==> src/rtl/duck_sprite_sched.sv <==
// duck_sprite_sched
//   Shares one 150x50 duck sprite sheet ROM (three 50x50 frames side by side,
//   4-bit palette index, 1-cycle registered read) between two on-screen ducks.
//   Every pixel clock the raster position is hit-tested against both duck
//   boxes. Duck 0 has fixed priority. The module then forms the ROM address,
//   which folds in the animation frame and the horizontal mirror. Flags
//   aligned with the ROM output tell the compositor which duck, if any, owns
//   the pixel.
//
//   The stream has no backpressure. One raster position is accepted on every
//   clock edge. Its result is described by pix_valid, pix_duck_id and
//   rom_data after the following edge, which gives a 2-cycle latency.
//
// Ports
//   clk, rst        pixel clock; asynchronous active-high reset
//   hcount, vcount  raster column / row (10 bits)
//   frame_tick      one-cycle pulse per video frame (drives flap animation)
//   duck_en         per-duck enable
//   duck0_x/y       duck 0 box top-left corner
//   duck1_x/y       duck 1 box top-left corner
//   duck_shot       per-duck mode (1 = shot frame)
//   duck_flip       per-duck horizontal mirror (1 = facing left)
//   rom_addr        sprite ROM address (13 bits)
//   rom_data        palette index from ROM, one cycle after rom_addr
//   pix_valid       a duck covers the pixel now on rom_data
//   pix_duck_id     owner of that pixel
//   pix_opaque      pix_valid && rom_data != 0 (index 0 is the transparent key)
module duck_sprite_sched #(
  parameter int SPRITE_W = 50,
  parameter int SPRITE_H = 50,
  parameter int SHEET_W  = 150,
  parameter int H_ACTIVE = 640,
  parameter int V_ACTIVE = 480,
  parameter int ANIM_DIV = 8
) (
  input  logic        clk,
  input  logic        rst,
  input  logic [9:0]  hcount,
  input  logic [9:0]  vcount,
  input  logic        frame_tick,
  input  logic [1:0]  duck_en,
  input  logic [9:0]  duck0_x,
  input  logic [9:0]  duck1_x,
  input  logic [9:0]  duck0_y,
  input  logic [9:0]  duck1_y,
  input  logic [1:0]  duck_shot,
  input  logic [1:0]  duck_flip,
  output logic [12:0] rom_addr,
  input  logic [3:0]  rom_data,
  output logic        pix_valid,
  output logic        pix_duck_id,
  output logic        pix_opaque
);

  localparam int DIV_W = (ANIM_DIV > 1) ? $clog2(ANIM_DIV) : 1;
  localparam logic [DIV_W-1:0] DIV_LAST = DIV_W'(ANIM_DIV - 1);

  // The box bounds use 11 bits so that a box hanging past column 1023 or
  // row 1023 clips instead of wrapping back to the left or top edge.
  localparam logic [10:0] H_ACT11 = 11'(H_ACTIVE);
  localparam logic [10:0] V_ACT11 = 11'(V_ACTIVE);
  localparam logic [10:0] W_M1    = 11'(SPRITE_W - 1);
  localparam logic [10:0] H_M1    = 11'(SPRITE_H - 1);
  localparam logic [5:0]  COL_MAX = 6'(SPRITE_W - 1);
  localparam logic [12:0] SHEET13 = 13'(SHEET_W);
  localparam logic [12:0] SPW13   = 13'(SPRITE_W);

  logic [12:0]      rom_addr_q, rom_addr_d;
  logic             hit_s1_q, id_s1_q;
  logic             pix_valid_q, pix_duck_id_q;
  logic [DIV_W-1:0] div_q, div_d;
  logic             phase_q, phase_d;

  logic [9:0]  x_a [2];
  logic [9:0]  y_a [2];
  logic [1:0]  hit_v;
  logic [12:0] addr_v [2];
  logic        hit_any;
  logic        sel_id;

  assign x_a[0] = duck0_x;
  assign x_a[1] = duck1_x;
  assign y_a[0] = duck0_y;
  assign y_a[1] = duck1_y;

  function automatic logic duck_hit(input logic en, input logic [9:0] h,
                                    input logic [9:0] v, input logic [9:0] x,
                                    input logic [9:0] y);
    logic [10:0] h11, v11, x11, y11;
    h11 = {1'b0, h};
    v11 = {1'b0, v};
    x11 = {1'b0, x};
    y11 = {1'b0, y};
    return en && (h11 < H_ACT11) && (v11 < V_ACT11) &&
           (h11 >= x11) && (h11 <= x11 + W_M1) &&
           (v11 >= y11) && (v11 <= y11 + H_M1);
  endfunction

  function automatic logic [12:0] duck_addr(input logic [9:0] h,
                                            input logic [9:0] v,
                                            input logic [9:0] x,
                                            input logic [9:0] y,
                                            input logic flip, input logic shot,
                                            input logic phase);
    logic [5:0] col, row;
    logic [1:0] frame;
    col   = 6'(h - x);
    row   = 6'(v - y);
    if (flip) col = COL_MAX - col;
    frame = shot ? 2'd2 : {1'b0, phase};
    return 13'(row) * SHEET13 + 13'(frame) * SPW13 + 13'(col);
  endfunction

  // Per-duck hit and address. The current phase_q is used, so a frame_tick
  // on the same edge only affects later pixels.
  always_comb begin
    for (int i = 0; i < 2; i++) begin
      hit_v[i]  = duck_hit(duck_en[i], hcount, vcount, x_a[i], y_a[i]);
      addr_v[i] = duck_addr(hcount, vcount, x_a[i], y_a[i], duck_flip[i],
                            duck_shot[i], phase_q);
    end
  end

  // Priority depends only on position. A transparent duck-0 pixel still hides
  // duck 1, because the ROM contents are not known at this stage.
  assign hit_any = |hit_v;
  assign sel_id  = ~hit_v[0];

  always_comb begin
    rom_addr_d = rom_addr_q;
    if (hit_v[0])      rom_addr_d = addr_v[0];
    else if (hit_v[1]) rom_addr_d = addr_v[1];
  end

  // The flap divider counts frame ticks 0..ANIM_DIV-1. It toggles the phase
  // when it wraps.
  always_comb begin
    div_d   = div_q;
    phase_d = phase_q;
    if (frame_tick) begin
      if (div_q == DIV_LAST) begin
        div_d   = '0;
        phase_d = ~phase_q;
      end else begin
        div_d = div_q + 1'b1;
      end
    end
  end

  always_ff @(posedge clk or posedge rst) begin
    if (rst) begin
      rom_addr_q    <= '0;
      hit_s1_q      <= 1'b0;
      id_s1_q       <= 1'b0;
      pix_valid_q   <= 1'b0;
      pix_duck_id_q <= 1'b0;
      div_q         <= '0;
      phase_q       <= 1'b0;
    end else begin
      rom_addr_q    <= rom_addr_d;
      hit_s1_q      <= hit_any;
      id_s1_q       <= sel_id;
      pix_valid_q   <= hit_s1_q;
      pix_duck_id_q <= id_s1_q;
      div_q         <= div_d;
      phase_q       <= phase_d;
    end
  end

  assign rom_addr    = rom_addr_q;
  assign pix_valid   = pix_valid_q;
  assign pix_duck_id = pix_duck_id_q;
  assign pix_opaque  = pix_valid_q && (rom_data != 4'd0);

endmodule

==> config.mk <==
export PLATFORM = sky130hd
export DESIGN_NAME = duck_sprite_sched
export DESIGN_NICKNAME = d
export VERILOG_FILES = /design/src/rtl/duck_sprite_sched.sv
export SDC_FILE = /design/constraint.sdc
export NUM_CORES = 1
export LEC_CHECK = 0
export CAP_MARGIN = 15
export CORE_ASPECT_RATIO = 0.75
export CORE_MARGIN = 2
export CORE_UTILIZATION = 40
export DETAILED_ROUTE_END_ITERATION = 6
export PLACE_DENSITY = 0.69
export RECOVER_POWER = 50
export SLEW_MARGIN = 20
export SYNTH_ARGS = -nofsm -noshare
export SYNTH_HDL_FRONTEND = slang
export SYNTH_SLANG_ARGS = --single-unit
export TNS_END_PERCENT = 50
==> constraint.sdc <==
create_clock -name clk -period 2.95 [get_ports clk]
set_clock_uncertainty 0.1 [all_clocks]
set_input_delay 0.295 -clock clk [delete_from_list [all_inputs] [get_ports clk]]
set_output_delay 0.295 -clock clk [all_outputs]
set_load 0.005 [all_outputs]
==> flow_metrics.env <==
export IMPL_status="finished with violations"
export IMPL_violations="negative setup slack"
export IMPL_wl_met3_um=496
export IMPL_place_area_um2=8813
export IMPL_cts_root_buffer="clkbuf_16"
export IMPL_finalCritPeriodShare=1.777
export IMPL_dr_pass1_iters=4
export IMPL_rows=39
export IMPL_grt_start_max_net_pins=22
export IMPL_synth_compound_area_share=0.1509
export IMPL_syn_area_um2=6101
export IMPL_dieArea_um2=16270
export IMPL_cts_tree="yes"
export IMPL_grt_pass1_wl_um=28030
export IMPL_die_h_um=111.0
export IMPL_fillers=1223
export IMPL_setup_viol=15
export IMPL_wl_met2_um=7729
export IMPL_hold_viol=0
export IMPL_hold_depth=0
export IMPL_clk_path_buf_depth=2
export IMPL_path_clk_slew_ns=0.06
export IMPL_slew_headroom=0.4833
export IMPL_reg2reg_depth=12
export IMPL_p_per_area_nw_per_um2=1088
export IMPL_drc=0
export IMPL_utilization=0.6207
export IMPL_synth_edff_count=0
export IMPL_timing_final_ws_setup_ns=-2.293
export IMPL_ant_nets=0
export IMPL_clk_latency_ns=0.25
export IMPL_drv_slew=0
export IMPL_wirelength_um=16890
export IMPL_synth_top_cell_by_area="ha_1"
export IMPL_wire_per_inst_um=14.22
export IMPL_ys_seq_elements=21
export IMPL_vias_per_cell=4.970
export IMPL_synth_fa_ha_area_frac=0.3987
export IMPL_vias=5904
export IMPL_final_common_cell="buf_4"
export IMPL_gp_congestion=0.8857
export IMPL_cap_violations=0
export IMPL_n_antenna_cell=0
export IMPL_h_tree_depth=1
export IMPL_arrival_ns=5.28
export IMPL_muxShareOfSynthArea=0.05845
export IMPL_initial_utilization=0.4046
export IMPL_synth_simple_area_share=0.1185
export IMPL_grt_pass1_vias=6155
export IMPL_antenna_found_initial=0
export IMPL_dieWidth_um=146.6
export IMPL_overflow=0
export IMPL_async_flop_share=1.000
export IMPL_area_growth_pct=53.40
export IMPL_final_area_um2=9359
export IMPL_layout_drive_gt1_share=0.3133
export IMPL_synth_ff_type="dfrtp_1"
export IMPL_crit_type="in2reg"
export IMPL_cts_buffers=3
export IMPL_rsz0062_at_grt="true"
export IMPL_synth_area_top_cells="ha_1, xnor2_1, dfrtp_1"
export IMPL_leakage_nw=4.686
export IMPL_synth_top_area_frac=0.3199
export IMPL_most_common_layout_cells="buf_4, ha_1, inv_1, clkdlybuf4s50_1, xnor2_1"
export IMPL_cp_start_kind="input pin"
export IMPL_dr_max_layer_used="met4"
export IMPL_tightest_slew_ns=0.7742
export IMPL_ios=89
export IMPL_drtIter0Drc=192
export IMPL_peakVddDrop_v=0.0008894
export IMPL_cts_hold_repair_buffers=0
export IMPL_track_usage=0.2051
export IMPL_final_nets=1237
export IMPL_dpl_hpwl_um=14340
export IMPL_synth_top_family_by_area="adder cells"
export IMPL_cp_required_ns=2.99
export IMPL_hold_path_class="reg2reg"
export IMPL_ys_types=61
export IMPL_synthCells=695
export IMPL_ys_seq_area_frac=0.08614
export IMPL_cts_sinks=21
export IMPL_wl_met1_um=8487
export IMPL_max_freq_ghz=0.1907
export IMPL_dp_slack_ns=-3.005
export IMPL_fin_crit_ns=5.243
export IMPL_fp_coreArea_um2=15080
export IMPL_crit_fanout=3
export IMPL_synth_warnings=0
export IMPL_setup_worst_path_end_class="flop"
export IMPL_synth_xor_area_frac=0.1214
export IMPL_port_buffers=88
export IMPL_avgSynthCellArea_um2=8.778
-- cell families (layout without fill, tap and decap cells) --
group                    count (synthesis)  count (layout)
adder cells (fa/ha/maj)                180             180
multiplexers                            31              31
other                                    1               2
flip-flops                              21              21
buffers and inverters                  101             388
AO/OA/AOI/OAI                          143             143
XOR/XNOR                                83              83
AND/OR/NAND/NOR                        135             135
-- sequential cells by signal, indices dropped and copies added (netlist names) --
| signal | cells |
|---|---|
| rom_addr | 13 |
| div_q | 3 |
| hit_s1_q | 1 |
| id_s1_q | 1 |
| phase_q | 1 |
| pix_duck_id | 1 |
| pix_valid | 1 |
-- through the flow --
stage | hold slack (ns) | std cells | setup TNS (ns) | total power (W)
2_1_floorplan | 0.1715 | 696 | -15.85 | 0.005388
3_3_place_gp | 0.2343 | 1175 | -27.48 | 0.008288
3_5_place_dp | 0.2363 | 1175 | -28.43 | 0.008452
4_1_cts | 0.2490 | 1189 | -18.96 | 0.009541
5_1_grt | 0.2538 | 1188 | -20.61 | 0.01117
6_report | 0.2485 | 1188 | -18.23 | 0.01018
-- power breakdown --
group / internal, W / switching [W] / total (W)
registers: 0.000398 / 0.0000805 / 0.000478
logic: 0.00517 / 0.00425 / 0.00942
clock network: 0.000184 / 0.000100 / 0.000284
total: 0.00575 / 0.00443 / 0.0102
-- critical path, stage by stage --
cell and delay (ns):
buf_12 0.11, inv_16 0.05, ha_4 0.13, inv_2 0.04, fa_2 0.38, a21o_1 0.22, a21oi_4 0.17, xnor2_2 0.14
ha_1 0.28, ha_4 0.27, fa_2 0.45, fa_1 0.56, inv_2 0.04, fa_1 0.49, inv_2 0.05, ha_4 0.26
o21a_1 0.15, o31ai_2 0.09, a21oi_1 0.16, o21ai_1 0.10, nand3b_1 0.19, xnor2_1 0.13, mux2_4 0.27, mux2_4 0.25
-- cells in the mapped netlist, types with 14 or more instances --
library cell / instances
fa_1: 24
nor3_1: 15
ha_1: 156
o21ai_1: 16
a21oi_1: 42
xnor2_1: 65
o21ai_0: 18
inv_1: 95
mux2i_1: 18
xor2_1: 17
nor2_1: 24
a21o_1: 21
dfrtp_1: 21
nor2b_1: 14
nand4_1: 14
nand2_1: 30
-- layout make-up --
class	instances	area, um2	area share
tap	205	256.5	0.02741
inverter	96	376.6	0.04024
multi-input combinational	574	5728	0.6120
clock buffer	4	78.83	0.008422
sequential	21	525.5	0.05615
timing repair buffer	288	2394	0.2557
-- worst paths after layout --
path | from | to | slack (ns)
hold / removal | hit_s1_q | pix_valid | 0.25
min in group asynchronous | rst | rom_addr[9] | 0.53
hold reg to reg | hit_s1_q | pix_valid | 0.25
setup reg to reg | phase_q | rom_addr[12] | -0.30
setup / recovery | vcount[0] | rom_addr[12] | -2.29
max in group asynchronous | rst | rom_addr[0] | 1.74
-- timing repair --
action,4_1_cts,5_1_grt
hold endpoints to repair,0,0
gates resized for setup,57,43
setup endpoints to repair,15,15
pin swaps,49,40
buffers inserted,12,4
-- metal layers --
metal / GRT usage / vias up
met5: 0 / -
met4: 0.02201 / 0
met3: 0.01317 / 16
met2: 0.3421 / 98
met1: 0.3016 / 2746
li1: - / 3044
Note: power is estimated with default switching activity, not from simulation.
